===== src/rtl/clk_div_edge_capture.sv =====
// Multi-channel divided-clock generator with edge-qualified capture of din, all on clk.
// Every capture lands on the same clk edge as the din_q reference flop, and a sticky checker watches that.
module clk_div_edge_capture #(
    parameter int NCH   = 4,
    parameter int WIDTH = 32,
    parameter int CNT_W = 8
) (
    input  logic                   clk,
    input  logic                   rst_n,
    input  logic [NCH-1:0]         enable,
    input  logic [NCH*CNT_W-1:0]   half_per,
    input  logic [NCH*2-1:0]       edge_mode,
    input  logic [WIDTH-1:0]       din,
    output logic [NCH-1:0]         clk_div,
    output logic [NCH-1:0]         rise,
    output logic [NCH-1:0]         fall,
    output logic [NCH*WIDTH-1:0]   cap_data,
    output logic [NCH-1:0]         cap_valid,
    output logic [WIDTH-1:0]       din_q,
    output logic                   err
);

    localparam logic [CNT_W-1:0] ONE = CNT_W'(1);

    logic mismatch;

    for (genvar i = 0; i < NCH; i++) begin : g_ch
        logic [CNT_W-1:0] cnt;
        logic [CNT_W-1:0] hcur;
        logic [CNT_W-1:0] h_in;
        logic [CNT_W-1:0] h_eff;
        logic [CNT_W-1:0] h_use;
        logic [1:0]       mode;
        logic [WIDTH-1:0] cap_r;
        logic             en_q;
        logic             level;
        logic             rise_r;
        logic             fall_r;
        logic             cv_r;
        logic             toggle;
        logic             going_up;
        logic             capture;

        // On the first enabled edge hcur is stale, so the fresh half-period is used directly.
        always_comb begin
            h_in     = half_per[i*CNT_W +: CNT_W];
            h_eff    = (h_in == '0) ? ONE : h_in;
            h_use    = en_q ? hcur : h_eff;
            toggle   = enable[i] && (cnt == h_use - ONE);
            mode     = edge_mode[i*2 +: 2];
            going_up = ~level;
            capture  = going_up ? mode[0] : mode[1];
        end

        always_ff @(posedge clk or negedge rst_n) begin
            if (!rst_n) begin
                cnt    <= '0;
                hcur   <= '0;
                en_q   <= 1'b0;
                level  <= 1'b0;
                rise_r <= 1'b0;
                fall_r <= 1'b0;
                cv_r   <= 1'b0;
                cap_r  <= '0;
            end else if (!enable[i]) begin
                cnt    <= '0;
                en_q   <= 1'b0;
                rise_r <= 1'b0;
                fall_r <= 1'b0;
                cv_r   <= 1'b0;
            end else begin
                en_q <= 1'b1;
                if (toggle) begin
                    cnt    <= '0;
                    hcur   <= h_eff;
                    level  <= ~level;
                    rise_r <= going_up;
                    fall_r <= ~going_up;
                    cv_r   <= capture;
                    if (capture) begin
                        cap_r <= din;
                    end
                end else begin
                    cnt    <= cnt + ONE;
                    rise_r <= 1'b0;
                    fall_r <= 1'b0;
                    cv_r   <= 1'b0;
                    if (!en_q) begin
                        hcur <= h_eff;
                    end
                end
            end
        end

        assign clk_div[i]                   = level;
        assign rise[i]                      = rise_r;
        assign fall[i]                      = fall_r;
        assign cap_valid[i]                 = cv_r;
        assign cap_data[i*WIDTH +: WIDTH]   = cap_r;
    end

    always_comb begin
        mismatch = 1'b0;
        for (int c = 0; c < NCH; c++) begin
            if (cap_valid[c] && (cap_data[c*WIDTH +: WIDTH] != din_q)) begin
                mismatch = 1'b1;
            end
        end
    end

    always_ff @(posedge clk or negedge rst_n) begin
        if (!rst_n) begin
            din_q <= '0;
            err   <= 1'b0;
        end else begin
            din_q <= din;
            err   <= err | mismatch;
        end
    end

endmodule


===== config.mk =====
export PLATFORM = sky130hd
export DESIGN_NAME = clk_div_edge_capture
export DESIGN_NICKNAME = d
export VERILOG_FILES = /design/src/rtl/clk_div_edge_capture.sv
export SDC_FILE = /design/constraint.sdc
export NUM_CORES = 1
export LEC_CHECK = 0
export BUFFER_PORTS_ARGS = -buffer_cell sky130_fd_sc_hd__buf_2
export CORE_ASPECT_RATIO = 0.9
export CORE_UTILIZATION = 50
export DETAILED_ROUTE_END_ITERATION = 10
export GPL_TIMING_DRIVEN = 1
export PLACE_DENSITY = 0.77
export SLEW_MARGIN = 5
export SYNTH_ARGS = -nofsm -noshare
export SYNTH_HDL_FRONTEND = slang
export SYNTH_SLANG_ARGS = --single-unit

===== constraint.sdc =====
create_clock -name clk -period 11.62 [get_ports clk]
set_input_delay 2.324 -clock clk [delete_from_list [all_inputs] [get_ports clk]]
set_output_delay 2.324 -clock clk [all_outputs]
set_load 0.05 [all_outputs]

==> flow_summary.ini <==
[yosys]
syn_avg_cell_area_um2 = 12.0
synth.area.top_cells = dfrtp_1, mux2_2, xor2_1, xnor2_1, mux2_4
synthCells = 1055
syn_nets = 1141
yosysSeqAreaShare = 0.483
yosysMostFrequentCell = dfrtp_1
yosysUniqueCellTypes = 65
ys_warn_count = 0
yosys-top-cells-count = dfrtp_1, xor2_1, mux2_2
ys_ff_latch = 245
netlist_area_mm2 = 0.0127
synth-edff-count = 0
yosys.area.top_type_share = 0.483
async_flop_share = 1.00
synth_flop_cell = dfrtp_1
yosys.area.top_type = dfrtp_1

[clock_network]
h-tree-depth = 1
clkLatencyLatePin_ns = 0.53
cts_setup_buffers = 0
root_buffer = clkbuf_16
cts_max_path_buffers = 3
ctsResizeCount = 0
cts_made_buffers = 27
cts_tree = done
clkTransAtPathRegs_ns = 0.06
clock-sinks = 245
cts-hold-fix-buffers = 0

[min_path]
hp-start = g_ch[3].cv_r
min_path_type = reg -> reg
hold_depth = 1

[grt]
grt_overflow = 0
antenna_found_initial = 3
grt.met1_usage = 0.350
grt_pass1_wl_um = 52700
busiest_layer = met2
grt_util_met3 = 0.0686
grt_max_degree = 125
grt_use_met2 = 0.422
grt.total_usage = 0.262
grt_pass1_vias = 9137

[critical_path]
crit_start = half_per[8]
required_ns = 12.02
crit_type = in -> reg
worstSetupStartpointType = primary input
r2r_slack_ns = 6.89
r2r_start = g_ch[1].en_q
worstPathArrival_ns = 6.16
crit_fanout = 33
end_kind = flop
ff2ff_path_depth = 11

[drt]
ant_nets = 0
drt_iter0_drc = 595
drc_errors = 0
vias = 9186
viasPerCell = 5.59
drt_wl_total_um = 33900
avgRoutedWirePerCell_um = 20.6
firstDrtPassIters = 5

[finish]
multi_input_area_mm2 = 0.00613
fin_util = 0.608
area_delta_synth_final_pct = 17.8
drive_gt1_frac = 0.349
regArea_mm2 = 0.00613
nFillCells = 2032
nets = 1374
final_cells = 1644

[die]
die_width_um = 170
die_h_um = 153
std_cell_rows = 54
die_area_mm2 = 0.0260
start_util = 0.516
core-area_mm2 = 0.0246
ios = 255

[place]
portBuffers = 254
gp_congestion = 0.880
dp_cells = 1595
place_hpwl_um = 24900

[power_and_ir_drop]
irDropWorstVdd_mv = 0.104
sequentialPowerShare = 0.427
swShare = 0.315
switching_power_uw = 728
p_clk_frac = 0.374
combPwrFrac = 0.199
internal-power_mw = 1.59
p_leak_nw = 7.50
power.density_mw_per_mm2 = 155

[sta]
rsz0062_at_grt = false
fin_crit_ns = 5.76
hold_viol = 0
tns_ns = 0
setup_viol = 0
fmax_mhz = 174
fin_skew_ns = 0.0148
min_period_over_period = 0.496
relSlewSlack = 0.229
worstMarginPinSlew_ns = 1.16
slew_viol_final = 0

[run_status]
status = complete, no violations

[flow_run]
maxCapViolCount = 0
[power groups by stage]
stage | combinational, mW | sequential (mW) | clock [mW]
floorplan | 0.205 | 1.11 | 0
CTS | 0.464 | 0.987 | 0.879
finish | 0.462 | 0.988 | 0.864
global route | 0.493 | 0.997 | 0.914
detailed placement | 0.462 | 1.00 | 0
global placement | 0.454 | 0.998 | 0
[path summary, 6_finish.rpt]
| check | endpoint |
|---|---|
| max | g_ch[1].cap_r[1] |
| min | err |
| max reg2reg | g_ch[1].cap_r[1] |
| min reg2reg | err |
| max in group asynchronous | g_ch[0].cnt[2] |
| min in group asynchronous | g_ch[3].hcur[6] |
[stage by stage]
stage | cell area (µm²) | worst slack (ns) | total power, mW | hold WS [ns]
floorplan | 12700 | 6.24 | 1.32 | 0.456
global placement | 14000 | 5.42 | 1.45 | 0.452
detailed placement | 14000 | 5.31 | 1.46 | 0.466
CTS | 14900 | 5.85 | 2.33 | 0.476
global route | 14900 | 5.64 | 2.40 | 0.485
finish | 14900 | 5.86 | 2.31 | 0.477
[per-layer routing]
| metal | vias to the layer above | wire length (µm) | part of all wire |
|---|---|---|---|
| met2 | 303 | 15800 | 0.47 |
| li1 | 4229 | - | - |
| met5 | - | 13 | 0.00038 |
| met4 | 2 | 899 | 0.027 |
| met1 | 4596 | 14600 | 0.43 |
| met3 | 56 | 2530 | 0.075 |
[state kept, by name (all words and copies together) (netlist names)]
name	count
g_ch.level	4
g_ch.cv_r	4
din_q	32
g_ch.hcur	32
g_ch.cnt	32
g_ch.cap_r	128
err	1
g_ch.en_q	4
g_ch.rise_r	4
g_ch.fall_r	4
[critical path, stage by stage]
cell	delay, ns
buf_2	0.10
mux2_2	0.25
a21o_1	0.19
inv_1	0.10
ha_1	0.19
or4bb_1	0.54
a21o_1	0.22
o211a_1	0.21
o31a_1	0.32
nor4_4	0.27
nor2b_4	0.98
mux2_2	0.43
[cells by family (layout without fill, tap and decap cells)]
| group | count (synthesis) | in the layout | synth area share |
|---|---|---|---|
| AO/OA/AOI/OAI | 83 | 83 | 0.0510 |
| XOR/XNOR | 195 | 195 | 0.135 |
| adder cells (fa/ha/maj) | 8 | 8 | 0.00789 |
| buffers and inverters | 69 | 320 | 0.0348 |
| flip-flops | 245 | 245 | 0.483 |
| multiplexers | 177 | 177 | 0.162 |
| other | 0 | 2 | 0 |
| AND/OR/NAND/NOR | 278 | 278 | 0.126 |
[layout by cell type, fill, tap and decap left out, drive strengths merged, types with 5 or more instances in the layout]
cell and instances:
a21oi 12, mux2i 34, and3 12, mux2 143, and2 20, or4 5
a211o 9, nand2b 5, nand3 31, clkinv 5, nor2 50, nand4 15
nor4 36, nor3b 19, o21ai 12, ha 8, a311o 5, xnor2 67
inv 15, clkbuf 35, nor3 30, nand2 26, dfrtp 245, buf 259
o211ai 5, or3 6, xor2 128, a221o 12, nor2b 9
[cell type report]
class	count	area share
Multi-Input combinational cell	741	0.410
Antenna cell	2	0.000335
Timing Repair Buffer	259	0.0882
Inverter	14	0.00352
Clock inverter	12	0.00979
Clock buffer	35	0.0499
Tap cell	336	0.0281
Sequential cell	245	0.410
No activity file was read; power rests on OpenSTA's default activity.
